<file path="config.mk">
export PLATFORM = sky130hd
export DESIGN_NAME = instr_stream_encoder_flat
export DESIGN_NICKNAME = d
export VERILOG_FILES = /design/src/rtl/instr_stream_encoder_if.sv /design/src/rtl/instr_stream_encoder.sv /design/src/flat_wrapper.sv
export SDC_FILE = /design/constraint.sdc
export NUM_CORES = 1
export LEC_CHECK = 0
export CORE_UTILIZATION = 34
export CTS_CLUSTER_SIZE = 20
export DETAILED_ROUTE_END_ITERATION = 6
export PLACE_DENSITY_LB_ADDON = 0.1
export RECOVER_POWER = 25
export SETUP_SLACK_MARGIN = 0.4
export SYNTH_ARGS = -nofsm -noshare
export SYNTH_HDL_FRONTEND = slang
export SYNTH_SLANG_ARGS = --single-unit
</file>
<file path="constraint.sdc">
create_clock -name clk -period 1.95 [get_ports clk]
set_input_delay 0.4875 -clock clk [delete_from_list [all_inputs] [get_ports clk]]
set_output_delay 0.4875 -clock clk [all_outputs]
set_load 0.1 [all_outputs]
</file>
<file path="src/rtl/instr_stream_encoder_if.sv">
// +----------------------------------------------------------------------------+
// | instr_stream_encoder_if : request and instruction-memory write channels     |
// | Revision 1.0                                                               |
// +----------------------------------------------------------------------------+
`default_nettype none

interface instr_stream_encoder_if #(
  parameter int ADDR_W = 6
);
  logic              in_valid;
  logic              in_ready;
  logic [2:0]        op;
  logic [4:0]        rd;
  logic [4:0]        rn;
  logic [4:0]        rm;
  logic [18:0]       imm;
  logic              mem_we;
  logic [ADDR_W-1:0] mem_addr;
  logic [31:0]       mem_wdata;
  logic              mem_ready;

  // master: the program source / memory model; slave: the encoder
  modport master (
    output in_valid, op, rd, rn, rm, imm, mem_ready,
    input  in_ready, mem_we, mem_addr, mem_wdata
  );

  modport slave (
    input  in_valid, op, rd, rn, rm, imm, mem_ready,
    output in_ready, mem_we, mem_addr, mem_wdata
  );
endinterface

`default_nettype wire

</file>
<file path="src/rtl/instr_stream_encoder.sv">
// +----------------------------------------------------------------------------+
// | instr_stream_encoder : encodes LEGv8 requests and writes them to imem       |
// | Revision 1.0                                                               |
// +----------------------------------------------------------------------------+
`default_nettype none

module instr_stream_encoder #(
  parameter int ADDR_W = 6
) (
  input  wire logic              clk,
  input  wire logic              rst_n,
  input  wire logic              clear_i,
  instr_stream_encoder_if.slave  bus,
  output logic [ADDR_W:0]        count_o,
  output logic                   full_o,
  output logic                   err_o
);

  localparam logic [ADDR_W:0] DEPTH = (ADDR_W+1)'(1) << ADDR_W;

  localparam logic [2:0] OP_ADD  = 3'd0;
  localparam logic [2:0] OP_SUB  = 3'd1;
  localparam logic [2:0] OP_AND  = 3'd2;
  localparam logic [2:0] OP_ORR  = 3'd3;
  localparam logic [2:0] OP_LDUR = 3'd4;
  localparam logic [2:0] OP_STUR = 3'd5;
  localparam logic [2:0] OP_CBZ  = 3'd6;

  localparam logic [10:0] OPC_ADD  = 11'b10001011000;
  localparam logic [10:0] OPC_SUB  = 11'b11001011000;
  localparam logic [10:0] OPC_AND  = 11'b10001010000;
  localparam logic [10:0] OPC_ORR  = 11'b10101010000;
  localparam logic [10:0] OPC_LDUR = 11'b11111000010;
  localparam logic [10:0] OPC_STUR = 11'b11111000000;
  localparam logic [7:0]  OPC_CBZ  = 8'b10110100;

  typedef enum logic [1:0] {
    S_IDLE  = 2'd0,
    S_WRITE = 2'd1,
    S_FULL  = 2'd2
  } state_t;

  state_t            state_q;
  logic              mem_we_q;
  logic [ADDR_W-1:0] mem_addr_q;
  logic [31:0]       mem_wdata_q;
  logic [ADDR_W:0]   count_q;
  logic              err_q;

  logic [31:0]       word_d;
  logic              legal_d;
  logic              d_imm_ok;
  logic [ADDR_W:0]   count_d;

  // D-type offset must fit in 9 signed bits: the upper bits are pure sign
  assign d_imm_ok = (&bus.imm[18:8]) | ~(|bus.imm[18:8]);
  assign count_d  = count_q + 1'b1;

  always_comb begin
    word_d  = '0;
    legal_d = 1'b1;
    case (bus.op)
      OP_ADD:  word_d = {OPC_ADD, bus.rm, 6'b0, bus.rn, bus.rd};
      OP_SUB:  word_d = {OPC_SUB, bus.rm, 6'b0, bus.rn, bus.rd};
      OP_AND:  word_d = {OPC_AND, bus.rm, 6'b0, bus.rn, bus.rd};
      OP_ORR:  word_d = {OPC_ORR, bus.rm, 6'b0, bus.rn, bus.rd};
      OP_LDUR: begin
        word_d  = {OPC_LDUR, bus.imm[8:0], 2'b00, bus.rn, bus.rd};
        legal_d = d_imm_ok;
      end
      OP_STUR: begin
        word_d  = {OPC_STUR, bus.imm[8:0], 2'b00, bus.rn, bus.rd};
        legal_d = d_imm_ok;
      end
      OP_CBZ:  word_d = {OPC_CBZ, bus.imm, bus.rd};
      default: legal_d = 1'b0;
    endcase
  end

  always_ff @(posedge clk or negedge rst_n) begin
    if (!rst_n) begin
      state_q     <= S_IDLE;
      mem_we_q    <= 1'b0;
      mem_addr_q  <= '0;
      mem_wdata_q <= '0;
      count_q     <= '0;
      err_q       <= 1'b0;
    end else if (clear_i) begin
      state_q    <= S_IDLE;
      mem_we_q   <= 1'b0;
      mem_addr_q <= '0;
      count_q    <= '0;
      err_q      <= 1'b0;
    end else begin
      case (state_q)
        S_IDLE: begin
          if (bus.in_valid) begin
            if (legal_d) begin
              mem_wdata_q <= word_d;
              mem_we_q    <= 1'b1;
              state_q     <= S_WRITE;
            end else begin
              err_q <= 1'b1;
            end
          end
        end
        S_WRITE: begin
          if (bus.mem_ready) begin
            mem_we_q <= 1'b0;
            count_q  <= count_d;
            // Hold the last address when full so no out-of-range address appears
            if (count_d == DEPTH) begin
              state_q <= S_FULL;
            end else begin
              mem_addr_q <= mem_addr_q + 1'b1;
              state_q    <= S_IDLE;
            end
          end
        end
        S_FULL: begin
          mem_we_q <= 1'b0;
        end
        default: begin
          state_q  <= S_IDLE;
          mem_we_q <= 1'b0;
        end
      endcase
    end
  end

  assign bus.in_ready  = (state_q == S_IDLE);
  assign bus.mem_we    = mem_we_q;
  assign bus.mem_addr  = mem_addr_q;
  assign bus.mem_wdata = mem_wdata_q;
  assign count_o       = count_q;
  assign full_o        = (count_q == DEPTH);
  assign err_o         = err_q;

endmodule

`default_nettype wire

</file>
<file path="src/flat_wrapper.sv">
// flat-port wrapper written by rule: the top's interface ports become plain ports
module instr_stream_encoder_flat 
#(
  parameter int ADDR_W = 6
)
  (clk, rst_n, clear_i, count_o, full_o, err_o, bus_in_valid, bus_op, bus_rd, bus_rn, bus_rm, bus_imm, bus_mem_ready, bus_in_ready, bus_mem_we, bus_mem_addr, bus_mem_wdata);
  instr_stream_encoder_if #(.ADDR_W(ADDR_W)) bus_i ();
  input  wire logic clk;
  input  wire logic rst_n;
  input  wire logic clear_i;
  output logic [ADDR_W:0] count_o;
  output logic full_o;
  output logic err_o;
  input wire logic [$bits(bus_i.in_valid)-1:0] bus_in_valid;
  input wire logic [$bits(bus_i.op)-1:0] bus_op;
  input wire logic [$bits(bus_i.rd)-1:0] bus_rd;
  input wire logic [$bits(bus_i.rn)-1:0] bus_rn;
  input wire logic [$bits(bus_i.rm)-1:0] bus_rm;
  input wire logic [$bits(bus_i.imm)-1:0] bus_imm;
  input wire logic [$bits(bus_i.mem_ready)-1:0] bus_mem_ready;
  output wire logic [$bits(bus_i.in_ready)-1:0] bus_in_ready;
  output wire logic [$bits(bus_i.mem_we)-1:0] bus_mem_we;
  output wire logic [$bits(bus_i.mem_addr)-1:0] bus_mem_addr;
  output wire logic [$bits(bus_i.mem_wdata)-1:0] bus_mem_wdata;
  assign bus_i.in_valid = bus_in_valid;
  assign bus_i.op = bus_op;
  assign bus_i.rd = bus_rd;
  assign bus_i.rn = bus_rn;
  assign bus_i.rm = bus_rm;
  assign bus_i.imm = bus_imm;
  assign bus_i.mem_ready = bus_mem_ready;
  assign bus_in_ready = bus_i.in_ready;
  assign bus_mem_we = bus_i.mem_we;
  assign bus_mem_addr = bus_i.mem_addr;
  assign bus_mem_wdata = bus_i.mem_wdata;
  instr_stream_encoder #(.ADDR_W(ADDR_W)) u_core (.clk(clk), .rst_n(rst_n), .clear_i(clear_i), .bus(bus_i), .count_o(count_o), .full_o(full_o), .err_o(err_o));
endmodule
</file>
==> metrics.txt, run 1 <==
Pwr Density=893.4 nW/um2; combinational power share=0.552; Slew headroom=0.1363; Max VDD drop=0.0009319 V; Final min period=2.078 ns; routed via count=2701; Clock Path Buffers=2; Clock power frac=0.144; post-synth top area share=0.4785; Post-synth EDFFs=0; crit path DAT=2.31 ns; H-tree levels=2; cell family with most CP delay=simple AND/OR/NAND/NOR gates; worst min path class=in2reg; DIE HEIGHT=88.82 um; gr ovfl total=0; Most common cell on crit path=buf_6; register area share after synthesis=0.4785; final design instance area without fill=5164 um2; initial antenna violation count=0; nets@finish=464; Post-synth ARST share=1.000; Final Cycle Share=1.066; Syn. warnings=0; Seq cells post-synth=49; Residual DRC=0; Placement Rows=31; Clock Sink Count=49; IO Port Bufs=90; final worst slack=-0.1281 ns; P&R area growth vs syn=101.5%; CP max-delay cell=dfrtp_4; largest net degree at the start of global routing=24; routability congestion estimate from global placement=0.7912; Pleak=0.002256 uW; CP startpoint kind=register; Sw Share=0.4650; placed cell area=4372 um2; wire per inst=17.08 um; CP endpoint kind=register; first-pass iteration count of the detailed router=4; unrepaired setup endpoints after global routing=true; die area=7888 um2; Crit Path Category=reg2reg; final hold violation count=0; synth top area cells=dfrtp_1 (48%), nand2_1 (5.3%), nand3_1 (3.5%), nor2_1 (2.9%), a21oi_1 (2.7%); Worst-path clk slew=0.09 ns; CP bufs+invs=4; final wirelength=8849 um; Synth area leader=dfrtp_1; count of mapped cells out of synthesis=272; vias per cell=5.214; final setup violation count=8; Num CTS Buffers=5; Flop pwr share=0.304; Critical Path RT=2.18 ns; Synth cell types=45; Syn Nets=318; Final HPWL DP=5662 um; outcome=complete, but fails checks; Worst Skew=0.004799 ns; Slew Viols, Final=0; root buf cell=clkbuf_8; Max-Cap Viols=0; final antenna diode count=0; Least-Margin Pin Slew=1.296 ns; Critical Path Fanout Max=6; first-pass GRT wire length=13050 um; cells along the critical path=buf_6, buf_6, ha_4, and3b_1, nand4_1, o41ai_2, buf_4, buf_6, or3_1, a21oi_1; pre-CTS setup slack=-0.3777 ns; Core Region=7253 um2; vias in the first global route=2675; IO Pins=91; P_int=2468 uW; ys flop type=dfrtp_1; die width=88.82 um; latest clock arrival within the worst-skew pair=0.30 ns; failing checks=negative setup slack; share of post-route cells with drive strength above 1=0.4916; fmax=481.2 MHz; switching pwr=2145 uW; Initial Util=0.3533; Post-DRT Antenna Nets=0; synthesized area per cell=9.421 um2; Cells after DPL=487; final std cells w/o fill=518; Mapped Area=2562 um2; TritonCTS clock tree=done; biggest cell delay along the critical path=0.49 ns; Total Routing Usage GR=0.2164; number of DRC markers in iteration 0=151
[layout by cell type, fill, tap and decap left out, types with 7 or more instances in the layout]
master | synthesis | layout
inv_1 | 13 | 11
dfrtp_1 | 49 | 41
nand2_4 | 0 | 8
buf_8 | 0 | 8
buf_4 | 1 | 36
o31ai_4 | 0 | 7
a21oi_1 | 14 | 12
clkbuf_8 | 0 | 7
nand2_1 | 36 | 22
nand4_1 | 11 | 11
nor2_1 | 20 | 19
buf_12 | 0 | 50
clkdlybuf4s50_1 | 0 | 23
nand3_1 | 18 | 15
buf_6 | 3 | 28
[layer usage]
layer  share of wire  GRT usage  vias to the layer above
met5               0          0                        -
met4           0.024    0.07185                        0
met3           0.037    0.03825                       20
met2            0.52     0.3685                       70
met1            0.42     0.2779                     1331
li1                -          -                     1280
[state kept, by name, summed over array words and instances (netlist names)]
signal / cells
u_core.bus.mem_wdata: 32
u_core.count_o: 7
u_core.bus.mem_addr: 6
u_core.state_q: 2
u_core.bus.mem_we: 1
u_core.err_o: 1
[power by group through the flow]
stage / registers, uW / logic (uW) / clock network (uW)
detailed placement: 1400 / 2370 / 0
global route: 1420 / 2620 / 720
floorplan: 2460 / 288 / 0
finish: 1400 / 2550 / 665
global placement: 1400 / 2350 / 0
CTS: 1390 / 2480 / 687
[cells in the mapped netlist, types with 4 or more instances]
cell type and n:
dfrtp_1 49, nand2_1 36, nor2_1 20, nand3_1 18, a21oi_1 14, o21ai_0 14
inv_1 13, nand4_1 11, clkbuf_1 10, nor3_1 9, o31ai_1 8, a22o_1 6
a221oi_1 5, ha_1 4, or3_1 4
[worst paths after layout]
kind	from	cells past startpoint	slack, ns	endpoint
setup / recovery	u_core.count_o[0]$_DFFE_PN0P_	10	-0.13	u_core.bus.mem_addr[3]$_DFFE_PN0P_
hold / removal	bus_imm[16]	2	0.42	u_core.bus.mem_wdata[21]$_DFFE_PN0P_
setup reg to reg	u_core.count_o[0]$_DFFE_PN0P_	10	-0.13	u_core.bus.mem_addr[3]$_DFFE_PN0P_
hold reg to reg	u_core.bus.mem_wdata[5]$_DFFE_PN0P_	2	0.56	u_core.bus.mem_wdata[5]$_DFFE_PN0P_
max in group asynchronous	rst_n	2	0.48	u_core.bus.mem_wdata[24]$_DFFE_PN0P_
min in group asynchronous	rst_n	1	0.44	u_core.count_o[6]$_DFFE_PN0P_
[cells by family (layout without fill, tap and decap cells)]
logic type / count (synthesis) / after routing / synth area share
adder cells (fa/ha/maj): 4 / 4 / 0.01953
buffers and inverters: 29 / 176 / 0.05371
XOR/XNOR: 5 / 5 / 0.01709
AO/OA/AOI/OAI: 60 / 60 / 0.1670
multiplexers: 5 / 5 / 0.02490
AND/OR/NAND/NOR: 120 / 120 / 0.2393
flip-flops: 49 / 49 / 0.4785
[final cells by class]
type | instances | area [um2]
inverters | 13 | 51.30
multi-input cells | 194 | 1609
well taps | 99 | 123.9
clock buffers | 7 | 96.34
clock inverters | 1 | 5.005
flip-flops and latches | 49 | 1241
fillers | 521 | 2090
repair buffers | 155 | 2037
[through the flow]
stage          TNS (ns)  hold WS, ns    util  total power [uW]
2_1_floorplan    -1.040       0.1919       -              2751
3_3_place_gp     -11.01       0.4977  0.6027              3750
3_5_place_dp     -11.77       0.4988  0.6027              3767
4_1_cts         -0.4330       0.1615  0.6748              4557
5_1_grt          -1.021       0.4253  0.7119              4764
6_report        -0.5141       0.4242  0.7119              4613
[timing repair]
item,in CTS,in global routing
hold buffers,0,0
hold endpoints to repair,0,0
setup endpoints to repair,47,42
gates resized for setup,131,56
buffers inserted,13,6
cloned,4,0
pin swaps,39,38
Note: power is estimated with default switching activity, not from simulation.
==> inputs of run 2 (changes only) <==
--- a/config.mk
+++ b/config.mk
@@ -5,10 +5,10 @@
 export SDC_FILE = /design/constraint.sdc
 export NUM_CORES = 1
 export LEC_CHECK = 0
-export CORE_UTILIZATION = 34
+export CORE_UTILIZATION = 35
 export CTS_CLUSTER_SIZE = 20
 export DETAILED_ROUTE_END_ITERATION = 6
-export PLACE_DENSITY_LB_ADDON = 0.1
+export PLACE_DENSITY_LB_ADDON = 0.08
 export RECOVER_POWER = 25
 export SETUP_SLACK_MARGIN = 0.4
 export SYNTH_ARGS = -nofsm -noshare
==> metrics.txt, run 2 (synthesis results as in run 1) <==
most common cell after layout, fill and taps aside=buf_12; gr ovfl total=0 (unchanged); Core Region=6944 um2 (-4.3%); failing checks=negative setup slack; Clock Sink Count=49 (unchanged); CP startpoint kind=register; final wirelength=8908 um (+0.67%); latest clock arrival within the worst-skew pair=0.31 ns (about the same); final hold violation count=0 (unchanged); root buf cell=clkbuf_8; final design instance area without fill=5177 um2 (+0.27%); DIE HEIGHT=87.57 um (-1.4%); P&R area growth vs syn=102.1%; H-tree levels=2 (unchanged); fmax=470.0 MHz (-2.3%); Pwr Density=931.9 nW/um2 (+4.3%); Slew Viols, Final=0 (unchanged); Clock Path Buffers=2 (unchanged); Crit Path Category=reg2out; Final min period=2.128 ns (+0.04964 ns); crit path DAT=1.64 ns (-0.67 ns); Critical Path Fanout Max=2 (-4); initial antenna violation count=0 (unchanged); Worst-path clk slew=0.10 ns (about the same); share of post-route cells with drive strength above 1=0.5035 (+0.01190); Initial Util=0.3690 (+0.01572); # hold bufs at CTS=0 (unchanged); max FFs per register=32 (unchanged); vias in the first global route=2657 (-0.67%); IO Port Bufs=90 (unchanged); pre-CTS setup slack=-0.3513 ns (+0.02640 ns); unrepaired setup endpoints after global routing=true; Cells after DPL=484 (-0.62%); routed via count=2746 (+1.7%); first-pass iteration count of the detailed router=4 (unchanged); die width=87.57 um (-1.4%); TritonCTS clock tree=done; IO Pins=91 (unchanged); Residual DRC=0 (unchanged); Slew headroom=0.4144 (+0.2781); final antenna diode count=0 (unchanged); worst min path class=in2async; Max VDD drop=0.001008 V (+8.1%); die area=7668 um2 (-2.8%); final setup violation count=7 (-1); first-pass GRT wire length=13350 um (+2.3%); final worst slack=-0.1777 ns (-0.04964 ns); Final HPWL DP=5915 um (+4.5%); wire per inst=17.16 um (+0.47%); placed cell area=4380 um2 (+0.20%); Num CTS Buffers=5 (unchanged); Final Cycle Share=1.091 (+0.02545); largest net degree at the start of global routing=22 (-8.3%); outcome=complete, but fails checks; vias per cell=5.291 (+1.5%); Least-Margin Pin Slew=0.8784 ns (-0.4171 ns); nets@finish=468 (+0.86%); Placement Rows=30 (-3.2%); Total Routing Usage GR=0.2305 (+0.01416); Pleak=0.002261 uW (+0.21%); post-route total power=4825 uW (+4.6%); number of DRC markers in iteration 0=147 (-2.6%); Worst Skew=0.008025 ns (+0.003227 ns); Critical Path RT=1.46 ns (-0.72 ns); routability congestion estimate from global placement=0.8590 (+8.6%); Max-Cap Viols=0 (unchanged); most frequent cells in the layout=buf_12 (51), buf_4 (41), dfrtp_1 (41), buf_6 (25), clkdlybuf4s50_1 (23); final std cells w/o fill=519 (+0.19%); Post-DRT Antenna Nets=0 (unchanged); fill count=461 (-12%); CP endpoint kind=primary output
## run 2: cell type report
class,instances,area (um2),area share
sequential,49,1241,0.2397
clock buffer,5,68.82,0.01329
inverter,13,53.80,0.01039
tap,96,120.1,0.02320
multi-input combinational,194,1619,0.3127
timing repair buffer,159,2009,0.3881
clock inverter,3,65.06,0.01257
## run 2: critical path: stages (launching register included)
cell       delay (ns)
dfrtp_4          0.49
buf_6            0.13
inv_4            0.05
ha_4             0.14
nand4bb_4        0.12
nor3_4           0.21
buf_12           0.20
## run 2: per-layer routing
metal | vias to the layer above | global-route usage | wire [um]
met5 | - | 0 | 0
met4 | 0 | 0.07303 | 170
met3 | 15 | 0.05090 | 543
met2 | 112 | 0.4155 | 4615
met1 | 1337 | 0.2732 | 3579
li1 | 1282 | - | -
## run 2: path summary, 6_finish.rpt
kind	from	endpoint	slack, ns	depth (start not counted)
worst max-delay path	u_core.count_o[1]$_DFFE_PN0P_	full_o	-0.18	6
worst min-delay path	rst_n	u_core.count_o[3]$_DFFE_PN0P_	0.26	1
worst max register to register	u_core.count_o[0]$_DFFE_PN0P_	u_core.bus.mem_addr[3]$_DFFE_PN0P_	-0.14	10
worst min register to register	u_core.bus.mem_wdata[31]$_DFFE_PN0P_	u_core.bus.mem_wdata[31]$_DFFE_PN0P_	0.55	1
max in group asynchronous	rst_n	u_core.state_q[1]$_DFFE_PN0P_	0.61	2
min in group clk	bus_imm[16]	u_core.bus.mem_wdata[21]$_DFFE_PN0P_	0.47	2
## run 2: where the power goes
| part | total [uW] | internal (uW) | switching, uW |
|---|---|---|---|
| logic | 2540 | 962 | 1580 |
| clock network | 880 | 510 | 370 |
| registers | 1400 | 1180 | 229 |
| total | 4830 | 2650 | 2180 |
## run 2: repair_timing
| item | CTS | global route |
|---|---|---|
| endpoints found under the setup margin | 48 | 47 |
| resized for setup | 126 | 44 |
| cloned | 4 | 0 |
| buffers inserted | 14 | 9 |
| pin swaps | 37 | 18 |
## run 2: through the flow
step / setup TNS (ns) / utilization / hold WS (ns)
floorplan: -1.040 / - / 0.1919
global placement: -9.703 / 0.6308 / 0.4350
detailed placement: -11.11 / 0.6308 / 0.4376
CTS: -0.1814 / 0.7121 / 0.09628
global route: -0.9332 / 0.7456 / 0.3231
finish: -0.6620 / 0.7456 / 0.2585
==> inputs of run 3 (changes only) <==
--- a/config.mk
+++ b/config.mk
@@ -8,9 +8,11 @@
 export CORE_UTILIZATION = 35
 export CTS_CLUSTER_SIZE = 20
 export DETAILED_ROUTE_END_ITERATION = 6
+export DONT_BUFFER_PORTS = 1
 export PLACE_DENSITY_LB_ADDON = 0.08
 export RECOVER_POWER = 25
 export SETUP_SLACK_MARGIN = 0.4
+export SLEW_MARGIN = 5
 export SYNTH_ARGS = -nofsm -noshare
 export SYNTH_HDL_FRONTEND = slang
 export SYNTH_SLANG_ARGS = --single-unit
==> metrics.txt, run 3 (synthesis results as in run 1) <==
Final Cycle Share=1.107 (+0.01623); fmax=463.1 MHz (-1.5%); Final Core Density=0.5584 (-0.1872); Cells after DPL=410 (-15%); die area=7668 um2 (unchanged); Max VDD drop=0.0007557 V (-25%); final setup violation count=7 (unchanged); Placement Rows=30 (unchanged); wire per inst=16.57 um (-3.4%); Critical Path Fanout Max=5 (+3); max FFs per register=32 (unchanged); final hold violation count=49 (+49); IO Port Bufs=0 (-100%); Max-Cap Viols=0 (unchanged); routability congestion estimate from global placement=0.7632 (-11%); Initial Util=0.3690 (unchanged); placed cell area=3114 um2 (-29%); Residual DRC=0 (unchanged); most common cell after layout, fill and taps aside=buf_4; DIE HEIGHT=87.57 um (unchanged); reg2reg path depth=9 (-1); initial antenna violation count=0 (unchanged); Slew Viols, Final=0 (unchanged); Num CTS Buffers=5 (unchanged); final std cells w/o fill=438 (-16%); H-tree levels=2 (unchanged); Final HPWL DP=4930 um (-17%); IO Pins=91 (unchanged); P&R area growth vs syn=51.32%; first-pass iteration count of the detailed router=4 (unchanged); outcome=complete, but fails checks; worst min path class=in2async; Least-Margin Pin Slew=0.6285 ns (-0.2500 ns); largest net degree at the start of global routing=50 (+130%); Worst Skew=0.003988 ns (-0.004038 ns); Pleak=0.001707 uW (-24%); share of post-route cells with drive strength above 1=0.4737 (-0.02986); Clock Sink Count=49 (unchanged); first-pass GRT wire length=11560 um (-13%); flop-to-flop setup slack=-0.21 ns (-0.07 ns); TritonCTS clock tree=done; routed via count=2360 (-14%); crit path DAT=2.40 ns (+0.76 ns); Final min period=2.159 ns (+0.03165 ns); worst hold slack=-0.1314 ns (-0.3899 ns); Clock Path Buffers=2 (unchanged); unrepaired setup endpoints after global routing=true; Pwr Density=1046 nW/um2 (+12%); nets@finish=387 (-17%); final design instance area without fill=3877 um2 (-25%); vias per cell=5.388 (+1.8%); Post-DRT Antenna Nets=0 (unchanged); root buf cell=clkbuf_8; fill count=634 (+38%); worst r2r src=u_core.count_o[0]$_DFFE_PN0P_; Core Region=6944 um2 (unchanged); Total Routing Usage GR=0.1969 (-0.03358); Critical Path RT=2.19 ns (+0.73 ns); CP endpoint kind=register; most frequent cells in the layout=buf_4 (53), dfrtp_1 (32), nand2_1 (22), nor2_1 (17), nand3_1 (16); reg2reg end=u_core.bus.mem_addr[5]$_DFFE_PN0P_; final antenna diode count=0 (unchanged); final wirelength=7259 um (-19%); Worst-path clk slew=0.09 ns (about the same); Crit Path Category=reg2reg; Slew headroom=0.5810 (+0.1666); vias in the first global route=2247 (-15%); gr ovfl total=0 (unchanged); latest clock arrival within the worst-skew pair=0.30 ns (about the same); die width=87.57 um (unchanged); CP startpoint kind=register; number of DRC markers in iteration 0=68 (-54%); final worst slack=-0.2094 ns (-0.03165 ns); failing checks=negative hold slack, negative setup slack
## run 3: cell types whose count changed in the layout (fill, tap and decap cells not counted), moves of 4 or more
cell / before / now
buf_6: 25 / 14
a221oi_1: 0 / 5
buf_2: 8 / 0
dlygate4sd2_1: 4 / 0
clkdlybuf4s50_1: 23 / 0
dfrtp_2: 6 / 15
buf_12: 51 / 5
a221oi_2: 5 / 0
buf_4: 41 / 53
dfrtp_1: 41 / 32
## run 3: timing repair
item / 4_1_cts / 5_1_grt
pin swaps: 13 / 23
resized for setup: 47 / 62
hold endpoints to repair: 49 / 49
setup endpoints to repair: 44 / 47
gates cloned: 3 / 1
buffers inserted: 10 / 6
## run 3: worst max-delay path by stage
stage / cells after the start / slack [ns] / from / to
after floorplan: 4 / -0.37 / u_core.count_o[0]$_DFFE_PN0P_ / full_o
after global placement: 7 / -0.04 / u_core.count_o[0]$_DFFE_PN0P_ / u_core.bus.mem_addr[5]$_DFFE_PN0P_
after detailed placement: 7 / -0.09 / u_core.count_o[0]$_DFFE_PN0P_ / u_core.bus.mem_addr[5]$_DFFE_PN0P_
after CTS: 6 / -0.17 / u_core.count_o[0]$_DFFE_PN0P_ / full_o
after global routing: 9 / -0.25 / u_core.count_o[0]$_DFFE_PN0P_ / u_core.bus.mem_addr[5]$_DFFE_PN0P_
final: 9 / -0.21 / u_core.count_o[0]$_DFFE_PN0P_ / u_core.bus.mem_addr[5]$_DFFE_PN0P_
## run 3: cell type report
class,instances,area [um2],share of cell area
multi-input combinational,194,1531,0.3950
timing repair buffer,78,785.8,0.2026
clock buffer,5,68.82,0.01775
sequential,49,1252,0.3230
clock inverter,3,65.06,0.01678
tap,96,120.1,0.03098
inverter,13,53.80,0.01388
## run 3: critical path: stages (launching register included)
cell and delay, ns:
dfrtp_4 0.50, buf_4 0.15, buf_6 0.11, ha_4 0.17, and2_4 0.16, a21oi_2 0.13, o41ai_2 0.08, buf_4 0.17
or4_4 0.51, a21oi_2 0.12
## run 3: report_power, final
| group | internal (uW) | switching (uW) | total (uW) |
|---|---|---|---|
| clock network | 510 | 353 | 863 |
| registers | 1180 | 297 | 1470 |
| logic | 423 | 1300 | 1720 |
## run 3: routing by layer
metal,track usage,vias to the layer above,wire [um]
met5,0,-,0
met4,0.04918,0,87
met3,0.05938,9,512
met2,0.3203,70,3526
met1,0.2578,1156,3132
li1,-,1125,-
## run 3: stage by stage
stage	hold slack (ns)	worst slack (ns)	total power, uW	TNS, ns
2_1_floorplan	0.1919	-0.3688	2751	-1.040
3_3_place_gp	0.1930	-0.04272	3028	-0.05722
3_5_place_dp	0.1932	-0.09350	3038	-0.1334
4_1_cts	-0.1458	-0.1666	3972	-0.4233
5_1_grt	-0.1583	-0.2544	4201	-1.435
6_report	-0.1314	-0.2094	4055	-1.072
